==> src/rtl/ysyx_23060332_idu_pkg.sv <==
// rtl/ysyx_23060332_idu_pkg.sv - shared opcode, func3 and ALU-op definitions for the decode stage
package ysyx_23060332_idu_pkg;

    localparam logic [6:0] OPC_LUI    = 7'b0110111;
    localparam logic [6:0] OPC_AUIPC  = 7'b0010111;
    localparam logic [6:0] OPC_JAL    = 7'b1101111;
    localparam logic [6:0] OPC_JALR   = 7'b1100111;
    localparam logic [6:0] OPC_BRANCH = 7'b1100011;
    localparam logic [6:0] OPC_LOAD   = 7'b0000011;
    localparam logic [6:0] OPC_STORE  = 7'b0100011;
    localparam logic [6:0] OPC_OP_IMM = 7'b0010011;
    localparam logic [6:0] OPC_OP     = 7'b0110011;
    localparam logic [6:0] OPC_SYSTEM = 7'b1110011;

    localparam logic [2:0] F3_ADD_SUB = 3'b000;
    localparam logic [2:0] F3_SLL     = 3'b001;
    localparam logic [2:0] F3_SLT     = 3'b010;
    localparam logic [2:0] F3_SLTU    = 3'b011;
    localparam logic [2:0] F3_XOR     = 3'b100;
    localparam logic [2:0] F3_SRL_SRA = 3'b101;
    localparam logic [2:0] F3_OR      = 3'b110;
    localparam logic [2:0] F3_AND     = 3'b111;
    localparam logic [2:0] F3_BEQ     = 3'b000;
    localparam logic [2:0] F3_BNE     = 3'b001;
    localparam logic [2:0] F3_BLT     = 3'b100;
    localparam logic [2:0] F3_BGE     = 3'b101;
    localparam logic [2:0] F3_BLTU    = 3'b110;
    localparam logic [2:0] F3_BGEU    = 3'b111;
    localparam logic [2:0] F3_LD      = 3'b011;
    localparam logic [2:0] F3_LWU     = 3'b110;
    localparam logic [2:0] F3_SD      = 3'b011;

    localparam logic [31:0] INST_NOP    = 32'h0000_0013;
    localparam logic [31:0] INST_EBREAK = 32'h0010_0073;

    typedef enum logic [3:0] {
        ALU_ADD, ALU_SUB, ALU_SLL, ALU_SLT, ALU_SLTU, ALU_XOR, ALU_SRL, ALU_SRA,
        ALU_OR, ALU_AND, ALU_EQ, ALU_NE, ALU_LT, ALU_GE, ALU_LTU, ALU_GEU
    } alu_op_e;

    // alt selects SUB/SRA; callers must only raise it where the encoding allows
    function automatic alu_op_e alu_from_f3(input logic [2:0] f3, input logic alt);
        case (f3)
            F3_ADD_SUB: alu_from_f3 = alt ? ALU_SUB : ALU_ADD;
            F3_SLL:     alu_from_f3 = ALU_SLL;
            F3_SLT:     alu_from_f3 = ALU_SLT;
            F3_SLTU:    alu_from_f3 = ALU_SLTU;
            F3_XOR:     alu_from_f3 = ALU_XOR;
            F3_SRL_SRA: alu_from_f3 = alt ? ALU_SRA : ALU_SRL;
            F3_OR:      alu_from_f3 = ALU_OR;
            default:    alu_from_f3 = ALU_AND;
        endcase
    endfunction

    function automatic alu_op_e branch_alu_op(input logic [2:0] f3);
        case (f3)
            F3_BEQ:  branch_alu_op = ALU_EQ;
            F3_BNE:  branch_alu_op = ALU_NE;
            F3_BLT:  branch_alu_op = ALU_LT;
            F3_BGE:  branch_alu_op = ALU_GE;
            F3_BLTU: branch_alu_op = ALU_LTU;
            F3_BGEU: branch_alu_op = ALU_GEU;
            default: branch_alu_op = ALU_ADD;
        endcase
    endfunction

endpackage

==> src/rtl/ysyx_23060332_imm_gen.sv <==
// rtl/ysyx_23060332_imm_gen.sv - sign-extended I/S/B/U/J immediate generator
module ysyx_23060332_imm_gen #(
    parameter int XLEN = 32
) (
    input  logic [31:0]     inst,
    output logic [XLEN-1:0] imm_i,
    output logic [XLEN-1:0] imm_s,
    output logic [XLEN-1:0] imm_b,
    output logic [XLEN-1:0] imm_u,
    output logic [XLEN-1:0] imm_j
);

    assign imm_i = XLEN'($signed(inst[31:20]));
    assign imm_s = XLEN'($signed({inst[31:25], inst[11:7]}));
    assign imm_b = XLEN'($signed({inst[31], inst[7], inst[30:25], inst[11:8], 1'b0}));
    assign imm_u = XLEN'($signed({inst[31:12], 12'b0}));
    assign imm_j = XLEN'($signed({inst[31], inst[19:12], inst[20], inst[30:21], 1'b0}));

endmodule

==> src/rtl/ysyx_23060332_idu_stage.sv <==
// rtl/ysyx_23060332_idu_stage.sv - RV32I/RV64I decode stage with one registered output slot
// Optional: YSYX_23060332_IDU_ILLEGAL_CHK_EN registers the illegal flag
module ysyx_23060332_idu_stage
    import ysyx_23060332_idu_pkg::*;
#(
    parameter int XLEN      = 32,
    parameter int RF_ADDR_W = 5
) (
    input  logic                 clk,
    input  logic                 rst,
    input  logic                 in_valid,
    output logic                 in_ready,
    input  logic [31:0]          in_inst,
    input  logic [XLEN-1:0]      in_pc,
    output logic [RF_ADDR_W-1:0] raddr1,
    output logic [RF_ADDR_W-1:0] raddr2,
    input  logic [XLEN-1:0]      rdata1,
    input  logic [XLEN-1:0]      rdata2,
    input  logic                 flush,
    output logic                 out_valid,
    input  logic                 out_ready,
    output logic [XLEN-1:0]      op1,
    output logic [XLEN-1:0]      op2,
    output logic [XLEN-1:0]      op1_jump,
    output logic [XLEN-1:0]      op2_jump,
    output logic [XLEN-1:0]      store_data,
    output alu_op_e              alu_op,
    output logic                 reg_wen,
    output logic [RF_ADDR_W-1:0] waddr,
    output logic                 is_jump,
    output logic                 is_branch,
    output logic                 mem_ren,
    output logic                 mem_wen,
    output logic                 is_ebreak,
    output logic                 illegal,
    output logic [2:0]           mem_size,
    output logic [31:0]          inst_o,
    output logic [XLEN-1:0]      pc_o
);

    logic [6:0] opc;
    logic [2:0] f3;
    logic [6:0] f7;
    logic [4:0] rd, rs1, rs2;
    logic [XLEN-1:0] imm_i, imm_s, imm_b, imm_u, imm_j;

    assign opc = in_inst[6:0];
    assign f3  = in_inst[14:12];
    assign f7  = in_inst[31:25];
    assign rd  = in_inst[11:7];
    assign rs1 = in_inst[19:15];
    assign rs2 = in_inst[24:20];

    ysyx_23060332_imm_gen #(.XLEN(XLEN)) u_imm_gen (
        .inst  (in_inst),
        .imm_i (imm_i),
        .imm_s (imm_s),
        .imm_b (imm_b),
        .imm_u (imm_u),
        .imm_j (imm_j)
    );

    logic use_rs1, use_rs2, use_rd, bad;
    logic [XLEN-1:0] d_op1, d_op2, d_j1, d_j2, d_sd;
    alu_op_e d_alu;
    logic d_wen, d_jump, d_branch, d_ren, d_mwen, d_ebreak;
    logic [2:0] d_size;
    logic [RF_ADDR_W-1:0] d_waddr;

    always_comb begin
        use_rs1  = 1'b0;
        use_rs2  = 1'b0;
        use_rd   = 1'b0;
        bad      = 1'b0;
        d_op1    = '0;
        d_op2    = '0;
        d_j1     = '0;
        d_j2     = '0;
        d_sd     = '0;
        d_alu    = ALU_ADD;
        d_jump   = 1'b0;
        d_branch = 1'b0;
        d_ren    = 1'b0;
        d_mwen   = 1'b0;
        d_ebreak = 1'b0;
        d_size   = 3'b0;
        case (opc)
            OPC_LUI: begin
                use_rd = 1'b1;
                d_op1  = imm_u;
            end
            OPC_AUIPC: begin
                use_rd = 1'b1;
                d_op1  = in_pc;
                d_op2  = imm_u;
            end
            OPC_JAL, OPC_JALR: begin
                use_rd  = 1'b1;
                use_rs1 = (opc == OPC_JALR);
                d_jump  = 1'b1;
                d_op1   = in_pc;
                d_op2   = XLEN'(4);
                d_j1    = (opc == OPC_JALR) ? rdata1 : in_pc;
                d_j2    = (opc == OPC_JALR) ? imm_i : imm_j;
                bad     = (opc == OPC_JALR) && (f3 != 3'b000);
            end
            OPC_BRANCH: begin
                use_rs1  = 1'b1;
                use_rs2  = 1'b1;
                d_branch = 1'b1;
                d_op1    = rdata1;
                d_op2    = rdata2;
                d_j1     = in_pc;
                d_j2     = imm_b;
                d_alu    = branch_alu_op(f3);
                bad      = (f3 == 3'b010) || (f3 == 3'b011);
            end
            OPC_LOAD: begin
                use_rd  = 1'b1;
                use_rs1 = 1'b1;
                d_ren   = 1'b1;
                d_op1   = rdata1;
                d_op2   = imm_i;
                d_size  = f3;
                bad     = (f3 == 3'b111) || (XLEN == 32 && (f3 == F3_LD || f3 == F3_LWU));
            end
            OPC_STORE: begin
                use_rs1 = 1'b1;
                use_rs2 = 1'b1;
                d_mwen  = 1'b1;
                d_op1   = rdata1;
                d_op2   = imm_s;
                d_sd    = rdata2;
                d_size  = f3;
                bad     = f3[2] || (XLEN == 32 && f3 == F3_SD);
            end
            OPC_OP_IMM: begin
                use_rd  = 1'b1;
                use_rs1 = 1'b1;
                d_op1   = rdata1;
                d_op2   = imm_i;
                d_alu   = alu_from_f3(f3, (f3 == F3_SRL_SRA) && in_inst[30]);
                // shifts carry a zero-extended shamt; bit 25 is shamt[5], only meaningful on RV64
                if (f3 == F3_SLL || f3 == F3_SRL_SRA) begin
                    d_op2 = XLEN'(in_inst[25:20]);
                    bad   = in_inst[31] || (in_inst[29:26] != 4'b0) ||
                            (f3 == F3_SLL && in_inst[30]) || (XLEN == 32 && in_inst[25]);
                end
            end
            OPC_OP: begin
                use_rd  = 1'b1;
                use_rs1 = 1'b1;
                use_rs2 = 1'b1;
                d_op1   = rdata1;
                d_op2   = rdata2;
                d_alu   = alu_from_f3(f3, in_inst[30]);
                bad     = !((f7 == 7'h00) ||
                            (f7 == 7'h20 && (f3 == F3_ADD_SUB || f3 == F3_SRL_SRA)));
            end
            OPC_SYSTEM: begin
                d_ebreak = (in_inst == INST_EBREAK);
                bad      = (in_inst != INST_EBREAK);
            end
            default: bad = 1'b1;
        endcase
        if (RF_ADDR_W == 4)
            bad = bad || (use_rs1 && rs1[4]) || (use_rs2 && rs2[4]) || (use_rd && rd[4]);
        d_wen   = use_rd && (rd != 5'd0);
        d_waddr = use_rd ? rd[RF_ADDR_W-1:0] : '0;
        // anything unsupported leaves the stage as a bubble-like NOP
        if (bad) begin
            d_op1    = '0;
            d_op2    = '0;
            d_j1     = '0;
            d_j2     = '0;
            d_sd     = '0;
            d_alu    = ALU_ADD;
            d_wen    = 1'b0;
            d_waddr  = '0;
            d_jump   = 1'b0;
            d_branch = 1'b0;
            d_ren    = 1'b0;
            d_mwen   = 1'b0;
            d_ebreak = 1'b0;
            d_size   = 3'b0;
        end
    end

    assign raddr1 = use_rs1 ? rs1[RF_ADDR_W-1:0] : '0;
    assign raddr2 = use_rs2 ? rs2[RF_ADDR_W-1:0] : '0;

    logic accept;
    assign in_ready = !out_valid || out_ready;
    assign accept   = in_valid && in_ready && !flush;

    always_ff @(posedge clk) begin
        if (rst) begin
            out_valid  <= 1'b0;
            op1        <= '0;
            op2        <= '0;
            op1_jump   <= '0;
            op2_jump   <= '0;
            store_data <= '0;
            alu_op     <= ALU_ADD;
            reg_wen    <= 1'b0;
            waddr      <= '0;
            is_jump    <= 1'b0;
            is_branch  <= 1'b0;
            mem_ren    <= 1'b0;
            mem_wen    <= 1'b0;
            is_ebreak  <= 1'b0;
            mem_size   <= 3'b0;
            inst_o     <= INST_NOP;
            pc_o       <= '0;
        end else if (flush) begin
            out_valid <= 1'b0;
        end else if (accept) begin
            out_valid  <= 1'b1;
            op1        <= d_op1;
            op2        <= d_op2;
            op1_jump   <= d_j1;
            op2_jump   <= d_j2;
            store_data <= d_sd;
            alu_op     <= d_alu;
            reg_wen    <= d_wen;
            waddr      <= d_waddr;
            is_jump    <= d_jump;
            is_branch  <= d_branch;
            mem_ren    <= d_ren;
            mem_wen    <= d_mwen;
            is_ebreak  <= d_ebreak;
            mem_size   <= d_size;
            inst_o     <= in_inst;
            pc_o       <= in_pc;
        end else if (out_ready) begin
            out_valid <= 1'b0;
        end
    end

`ifdef YSYX_23060332_IDU_ILLEGAL_CHK_EN
    always_ff @(posedge clk) begin
        if (rst)
            illegal <= 1'b0;
        else if (accept)
            illegal <= bad;
    end
`else
    assign illegal = 1'b0;
`endif

endmodule
==> config.mk <==
export PLATFORM = sky130hd
export DESIGN_NAME = ysyx_23060332_idu_stage
export DESIGN_NICKNAME = d
export VERILOG_FILES = /design/src/rtl/ysyx_23060332_idu_pkg.sv /design/src/rtl/ysyx_23060332_imm_gen.sv /design/src/rtl/ysyx_23060332_idu_stage.sv
export SDC_FILE = /design/constraint.sdc
export NUM_CORES = 1
export LEC_CHECK = 0
export CAP_MARGIN = 20
export CORE_MARGIN = 5
export CORE_UTILIZATION = 44
export DETAILED_ROUTE_END_ITERATION = 12
export PLACE_DENSITY = 0.81
export SYNTH_ARGS = -nofsm -noshare
export SYNTH_HDL_FRONTEND = slang
export SYNTH_SLANG_ARGS = --single-unit
==> constraint.sdc <==
create_clock -name clk -period 2.75 [get_ports clk]
set_input_delay 0.275 -clock clk [delete_from_list [all_inputs] [get_ports clk]]
set_output_delay 0.275 -clock clk [all_outputs]
set_load 0.1 [all_outputs]
## Word-level counts from Yosys, hierarchy flattened

Index checks and enable logic that the tools add are counted.

- Bits in registers: 243
- Latch bits: 0
- Memory bits (writable): 0
- Bits in read-only memories: 0
- Input port bits: 133
- Output and inout bits: 255
- Memories: 0

- Add/sub/neg operators: 0
- $mul: 0
- Divide/modulo/power cells: 0
- Order comparisons: 0
- Eq/ne operators: 20
- Shift operators: 0
- Mux-type cells: 46
- Bitwise operators: 1
- Reductions and logical operators: 37

Operators by type and width:

| kind | count |
|---|---|
| 32-bit 2-to-1 mux | 8 |
| 32-bit case mux with 6 select lines | 1 |
| 32-bit case mux with 2 select lines | 2 |
| 32-bit case mux with 3 select lines | 1 |
| 4-bit case mux with 7 select lines | 2 |
| 32-bit by 21-bit equality test with 1-bit output (second input constant) | 1 |
| 32-bit by 21-bit inequality test with 1-bit output (second input constant) | 1 |
| 7-bit by 6-bit equality test with 1-bit output (second input constant) | 4 |
| 7-bit equality test (second input constant) | 4 |
| 4-bit case mux with 6 select lines | 1 |
| 1-bit 2-to-1 mux | 20 |
| 20-bit 2-to-1 mux | 1 |
| 5-bit 2-to-1 mux | 4 |
| 7-bit by 5-bit equality test with 1-bit output (second input constant) | 2 |
| 3-bit equality test (second input constant) | 4 |
| 4-bit case mux with 3 select lines | 1 |
| 1-bit logical OR | 11 |
| 2-bit OR reduction | 5 |
| 1-bit case mux with 8 select lines | 1 |
| 7-bit by 2-bit equality test with 1-bit output (second input constant) | 1 |
| 1-bit logical AND | 7 |
| 7-bit zero test | 1 |
| 7-bit OR reduction | 1 |
| 3-bit by 2-bit equality test with 1-bit output (second input constant) | 2 |
| 14 further kinds | 18 |

## Depth between registers and ports, before layout

Gate-level depths: netlist of run 1.

- Depth in word-level cells: 7
- Depth in mapped cells: 10

## Hierarchy

A second synthesis of run 1 with hierarchy kept.

- Cells, all modules: 1457
- Area, all modules: 11935.2 µm²

By module, submodules not included:

| module | instances | cells an instance | area an instance (µm²) | seq. area each (µm²) |
|---|---|---|---|---|
| ysyx_23060332_idu_stage | 1 | 1296 | 10730.3 | 4864.7 |
| ysyx_23060332_imm_gen | 1 | 161 | 1204.9 | 0.0 |

## Worst setup path after synthesis of run 1

OpenSTA, ideal clock, no wires.

- Path type: input to output
- From: in in_inst[5]
- To: out raddr1[0]
- Arrival time: 2.805 ns
- Data required time: 2.475 ns
- Slack: -0.330 ns
- Cell stages on the path: 6
- Path buffers: 2
- Cells stage by stage: buf_1 > nand2_1 > a21oi_1 > clkbuf_1 > nor2_1 > nor2b_1

- Longest elaborated chain between the ends: 4

RTL lines:

| what | line | RTL |
|---|---|---|
| start, declared | ysyx_23060332_idu_stage.sv:13 | `input logic [31:0] in_inst,` |
| 7-bit by 6-bit equality test with 1-bit output, or another cell as far along | ysyx_23060332_idu_stage.sv:87 | `case (opc)` |
| 5-bit OR reduction (no source line) or 2-bit OR reduction (tied branches) | n/a |  |
| 1-bit case mux with 2 select lines (*) | ysyx_23060332_idu_stage.sv:87 |  |
| 5-bit 2-to-1 mux (*) | ysyx_23060332_idu_stage.sv:189 | `assign raddr1 = use_rs1 ? rs1[RF_ADDR_W-1:0] : '0;` |
| end, declared | ysyx_23060332_idu_stage.sv:15 | `output logic [RF_ADDR_W-1:0] raddr1,` |

Every way passes the cells marked *; elsewhere a longest branch is shown, timed or not.

## Worst setup path after layout of run 1

- From: in in_inst[4]
- To: out raddr1[2]

Same word-level chain as after synthesis.

==> results of run 1 <==
==> per-stage QoR <==
stage / hold WS (ns) / power [uW] / utilization (%)
after floorplan: 0.3468 / 4115 / -
after global placement: 0.4310 / 4620 / 61.58
after detailed placement: 0.4417 / 4626 / 61.58
after CTS: 0.1371 / 8179 / 65.50
after global routing: 0.1638 / 8385 / 65.59
final: 0.1559 / 8141 / 65.59
==> cell families (layout without fill, tap and decap cells) <==
kind of cell	count (synthesis)	after routing	share of synthesized area, %
AO/OA/AOI/OAI	432	432	30.26
XOR/XNOR	2	2	0.1767
adder cells (fa/ha/maj)	3	3	0.3786
buffers and inverters	129	511	5.779
flip-flops	232	232	46.84
other	1	3	0.03782
AND/OR/NAND/NOR	350	350	16.53
==> final cells by class <==
| type | count | area, um^2 |
|---|---|---|
| Inverter | 5 | 18.77 |
| Antenna cell | 2 | 5.005 |
| Tap cell | 285 | 356.6 |
| Multi-Input combinational cell | 788 | 4763 |
| Fill cell | 1873 | 7720 |
| Clock buffer | 30 | 684.4 |
| Sequential cell | 232 | 4646 |
| Timing Repair Buffer | 460 | 4046 |
| Clock inverter | 16 | 193.9 |
==> Yosys cell counts (7+ instances only) <==
cell type  number
nor2_1         54
clkbuf_1       86
buf_2          17
a221oi_1       19
a22o_1         75
nand3b_1       37
a32o_1         21
o41ai_1        20
o21ai_2        30
a21oi_1       103
buf_4          12
nand2_1       198
a22oi_1         7
o21ai_0       111
nor2b_1        17
a222oi_1       24
dfxtp_1       232
==> power groups by stage <==
stage	Clock [uW]	Combinational [uW]	Sequential, uW
final	3570	1140	3430
after CTS	3620	1130	3430
after detailed placement	0	1120	3500
after floorplan	0	286	3830
after global routing	3770	1180	3430
after global placement	0	1120	3500
==> worst max-delay path by stage <==
stage,end,startpoint,slack (ns),cells past startpoint
after floorplan,raddr1[0],in_inst[5],-0.33,6
after global placement,op2[26]$_SDFFE_PP0P_,in_inst[12],0.06,8
after detailed placement,op2[27]$_SDFFE_PP0P_,in_inst[12],0.001,8
after CTS,raddr1[2],in_inst[4],0.20,8
after global routing,raddr1[2],in_inst[4],0.11,8
final,raddr1[2],in_inst[4],0.22,8
==> placed cells by master, fill, tap and decap left out, types with 21 or more instances in the layout <==
cell type,n
buf_4,307
dfxtp_1,231
nand2_1,198
clkdlybuf4s50_1,130
o21ai_0,111
a21oi_1,100
a22o_1,75
nor2_1,50
nand3b_1,37
o21ai_2,30
clkbuf_16,25
a222oi_1,24
a32o_1,21
buf_12,21
==> registers in the layout, indices dropped and copies added, names as in the netlist, 3 cells and up <==
signal and flops:
inst_o 32, op1 32, op1_jump 32, op2 32, pc_o 32, store_data 32, op2_jump 21, waddr 5
alu_op 4, mem_size 3
==> routing by layer <==
layer  vias to the layer above  wire (um)  GRT usage (%)
met2                       687      19730          50.94
li1                       4922          -              -
met1                      5128      15530          36.47
met5                         -          0              0
met3                       118       4573          9.316
met4                         0       1700          12.05
==> results.ini, run 1 <==
[status]
status=complete, no violations

[clocking]
h-tree-depth=1
clkLatencyLatePin_ns=0.52
cts_hold_buf=0
clock-root-buffer=clkbuf_16
cts_tree=built
clk_pin_slew_ns=0.07
numCtsBuffers=25
clk_path_buf_depth=3
cts.repair.resized=0
cts_sinks=232
post_cts_buffers=0

[routing]
vias=10855
drt_iter0_markers=1455
drt.antenna.violating_nets=0
drc=0
drt-wirelength-per-cell_um=22.85
via_per_inst=5.971
drt-total-wl_mm=41.54
firstDrtPassIters=8

[synthesis]
synth.area.top_cells=dfxtp_1 47%, nand2_1 7.5%, a22o_1 6.6%
yosysWarnings=0
synth_top_cell_by_area=dfxtp_1
synth_ff_type=dfxtp_1
avgSynthCellArea_um2=8.630
syn_nets=1285
synth_edf_count=0
syn-cell-area_um2=9916
synth_top_area_share_pct=46.84
async_flop_share_pct=0
ys_seq_area_share_pct=46.84
ys_types=53
synth_cells=1149
synth-seq-cells=232

[sta]
setup_slack_ns=0.2176
tns_ns=0
fmax_mhz=394.9
hold_violations=0
rsz0062_at_grt=no
setup-violations-final=0
skew_ns=0.008243
period_minus_slack_ns=2.532
tightest_slew_ns=0.6650
slew_headroom_pct=55.67
drv_slew=0
fin_crit_sh_pct=92.09

[global_route]
grt-ovfl-total=0
grt_pass1_wl_mm=62.25
grt_max_degree=100
grt_pass1_vias=10506
antenna_found_initial=2
grt_use_total_pct=30.38

[worst_hold_path]
min_to=is_ebreak$_SDFFE_PP0P_
hold_path_depth=2
hold_path_class=input pin to register
hold_start=rst

[placed_design]
dp_cells=1769
place_area_um2=13820
hpwl_mm=29.22
port_buffers=386
gp_congestion=0.9452
dp_slack_ns=0.001147

[worst_setup_path]
cpPeakStageDelay_ns=0.66
r2r_start=out_valid$_SDFFE_PP0P_
cp-start-kind=input pin
ff2ff_path_depth=8
cp.required_ns=2.48
crit_fanout=8
crit-reg2reg-capture=op2[27]$_SDFFE_PP0P_
cp.arrival_ns=2.26
path_cells=clkdlybuf4s50_1 > inv_1 > buf_4 > nand2_1 > a21oi_4 > nor2_1 > nor2b_1 > buf_12
crit_slowest_cell=clkdlybuf4s50_1
worstSetupEndpointType=primary output
r2r_slack_ns=0.77
crit_buf_inv=4
critPathTopFamily=buffers and inverters
worst-setup-path-type=input pin to primary output

[pwr]
combinationalPowerShare_pct=14.0
pwr-share-seq_pct=42.1
ir_drop_v=0.0005216
switching_share_pct=27.25
p_switching_uw=2218
pwr-share-clk_pct=43.9
leakage_uw=0.005907
p_int_uw=5922
power_density_nw_per_um2=553.2

[final_layout]
syn2layout_area_growth_pct=48.39
fin_area_um2=14710
nets=1648
drive_gt1_share_pct=27.63
final_cells=1818

[floorplan]
die-area_um2=25640
ioPinCount=388
start_util_pct=44.20
dieWidth_um=160.1
row_count=55
die_h_um=160.1
core_um2=22430

[run]
drv_cap=0

Power figures use the tool's default switching activity.
==> run 2: changes to the inputs <==
Settings changed: PLACE_DENSITY 0.81 to 0.93.
==> results.ini, run 2 (synthesis gave the netlist of run 1 again) <==
[final_layout]
fin_area_um2=14820  ; was 14710 um^2
nets=1668  ; was 1648
layout_common_cells=325 x buf_4, 231 x dfxtp_1, 198 x nand2_1  ; was 307 x buf_4, 231 x dfxtp_1, 198 x nand2_1
fillers=1743  ; was 1873
diodes=0  ; was 2
syn2layout_area_growth_pct=49.49  ; was 48.39%
drive_gt1_share_pct=27.94  ; was 27.63%
layout_commonest_cell=buf_4  ; unchanged

[floorplan]
dieWidth_um=160.1  ; unchanged
die_h_um=160.1  ; unchanged
row_count=55  ; unchanged
ioPinCount=388  ; unchanged
die-area_um2=25640  ; unchanged
core_um2=22430  ; unchanged
start_util_pct=44.20  ; unchanged

[routing]
drt-total-wl_mm=43.97  ; was 41.54 mm
drt.antenna.violating_nets=0  ; unchanged
vias=11197  ; was 10855
drc=0  ; unchanged
via_per_inst=6.102  ; was 5.971
drt_iter0_markers=1397  ; was 1455
firstDrtPassIters=9  ; was 8
drt-wirelength-per-cell_um=23.96  ; was 22.85 um

[sta]
fin_crit_sh_pct=92.94  ; was 92.09%
setup-violations-final=0  ; unchanged
hold_violations=0  ; unchanged
drv_slew=0  ; unchanged
skew_ns=0.01247  ; was 0.008243 ns
tns_ns=0  ; unchanged
rsz0062_at_grt=no  ; unchanged
fmax_mhz=391.3  ; was 394.9 MHz
period_minus_slack_ns=2.556  ; was 2.532 ns
tightest_slew_ns=1.104  ; was 0.6650 ns
setup_slack_ns=0.1942  ; was 0.2176 ns
slew_headroom_pct=26.40  ; was 55.67%
hold_ws_ns=0.2982  ; was 0.1559 ns

[worst_setup_path]
r2r_slack_ns=0.50  ; was 0.77 ns
critPathTopFamily=buffers and inverters  ; unchanged
path_cells=clkdlybuf4s50_1 > nand4bb_1 > buf_4 > buf_4 > a21oi_4 > nor2_1 > buf_4 > nor2b_1 > buf_12  ; was clkdlybuf4s50_1 > inv_1 > buf_4 > nand2_1 > a21oi_4 > nor2_1 > nor2b_1 > buf_12
worstSetupEndpointType=primary output  ; unchanged
cp.required_ns=2.48  ; about the same
cp.arrival_ns=2.28  ; was 2.26 ns
worst-setup-path-type=input pin to primary output  ; unchanged
cpPeakStageDelay_ns=0.53  ; was 0.66 ns
crit_slowest_cell=clkdlybuf4s50_1  ; unchanged
cp-start-kind=input pin  ; unchanged
crit_top_cell=buf_4
crit_fanout=6  ; was 8
crit_buf_inv=5  ; was 4

[clocking]
post_cts_buffers=0  ; unchanged
clk_pin_slew_ns=0.06  ; was 0.07 ns
h-tree-depth=1  ; unchanged
cts_sinks=232  ; unchanged
numCtsBuffers=26  ; was 25
cts_tree=built  ; unchanged
clkLatencyLatePin_ns=0.53  ; was 0.52 ns
clock-root-buffer=clkbuf_16  ; unchanged
clk_path_buf_depth=3  ; unchanged

[run]
drv_cap=0  ; unchanged

[global_route]
grt_pass1_wl_mm=65.87  ; was 62.25 mm
grt_max_degree=66  ; was 100
antenna_found_initial=1  ; was 2
grt_pass1_vias=11063  ; was 10506
grt-ovfl-total=0  ; unchanged
grt_use_total_pct=32.26  ; was 30.38%

[pwr]
power_density_nw_per_um2=547.2  ; was 553.2 nW/um^2
leakage_uw=0.005978  ; was 0.005907 uW
ir_drop_v=0.0004263  ; was 0.0005216 V

[placed_design]
port_buffers=386  ; unchanged
place_area_um2=13950  ; was 13820 um^2
dp_slack_ns=-0.3880  ; was 0.001147 ns
hpwl_mm=30.98  ; was 29.22 mm
gp_congestion=0.9542  ; was 0.9452

[worst_hold_path]
hold_path_class=input pin to register  ; unchanged

[status]
status=complete, no violations  ; unchanged

## run 2: repair_timing
item / CTS / global route
hold endpoints to repair: 1 / 0
hold buffers: 1 / 0
gates resized for setup: 0 / 2
setup endpoints to repair: 0 / 38
## run 2: layout make-up
class	count	area, um^2	share of cell area (%)
sequential	232	4646	31.34
clock inverter	7	92.59	0.6246
tap	285	356.6	2.406
timing repair buffer	478	4177	28.18
multi-input combinational	789	4772	32.19
inverter	5	18.77	0.1266
clock buffer	39	760.7	5.132
## run 2: routing by layer
| layer | track usage, % | vias to the layer above | routed length (um) |
|---|---|---|---|
| li1 | - | 4948 | - |
| met3 | 10.17 | 178 | 5378 |
| met4 | 17.09 | 2 | 2670 |
| met1 | 38.55 | 5271 | 15850 |
| met5 | 0 | - | 19 |
| met2 | 52.02 | 798 | 20060 |
## run 2: per-stage QoR
stage	total power [uW]	instances	util (%)
2_1_floorplan	4115	1149	-
3_3_place_gp	4657	1787	62.18
3_5_place_dp	4667	1787	62.18
4_1_cts	8133	1834	66.02
5_1_grt	8337	1835	66.07
6_report	8112	1835	66.07
## run 2: power breakdown
group | total [uW] | switching (uW) | internal, uW
clock network | 3500 | 1410 | 2090
registers | 3430 | 24.2 | 3410
logic | 1180 | 804 | 380
## run 2: worst paths after layout
| path | from | to | cells past startpoint |
|---|---|---|---|
| worst min register to register | op1[21]$_SDFFE_PP0P_ | op1[21]$_SDFFE_PP0P_ | 2 |
| worst min-delay path | in_inst[3] | op2_jump[18]$_SDFFE_PP0P_ | 5 |
| worst max register to register | out_valid$_SDFFE_PP0P_ | store_data[2]$_SDFFE_PP0P_ | 10 |
| worst max-delay path | in_inst[2] | raddr1[1] | 9 |
## run 2: worst min-delay path: cells and delay by family
family,cells,cell delay [ns]
AND/OR/NAND/NOR,1,0.07
buffers and inverters,2,0.29
AO/OA/AOI/OAI,2,0.14
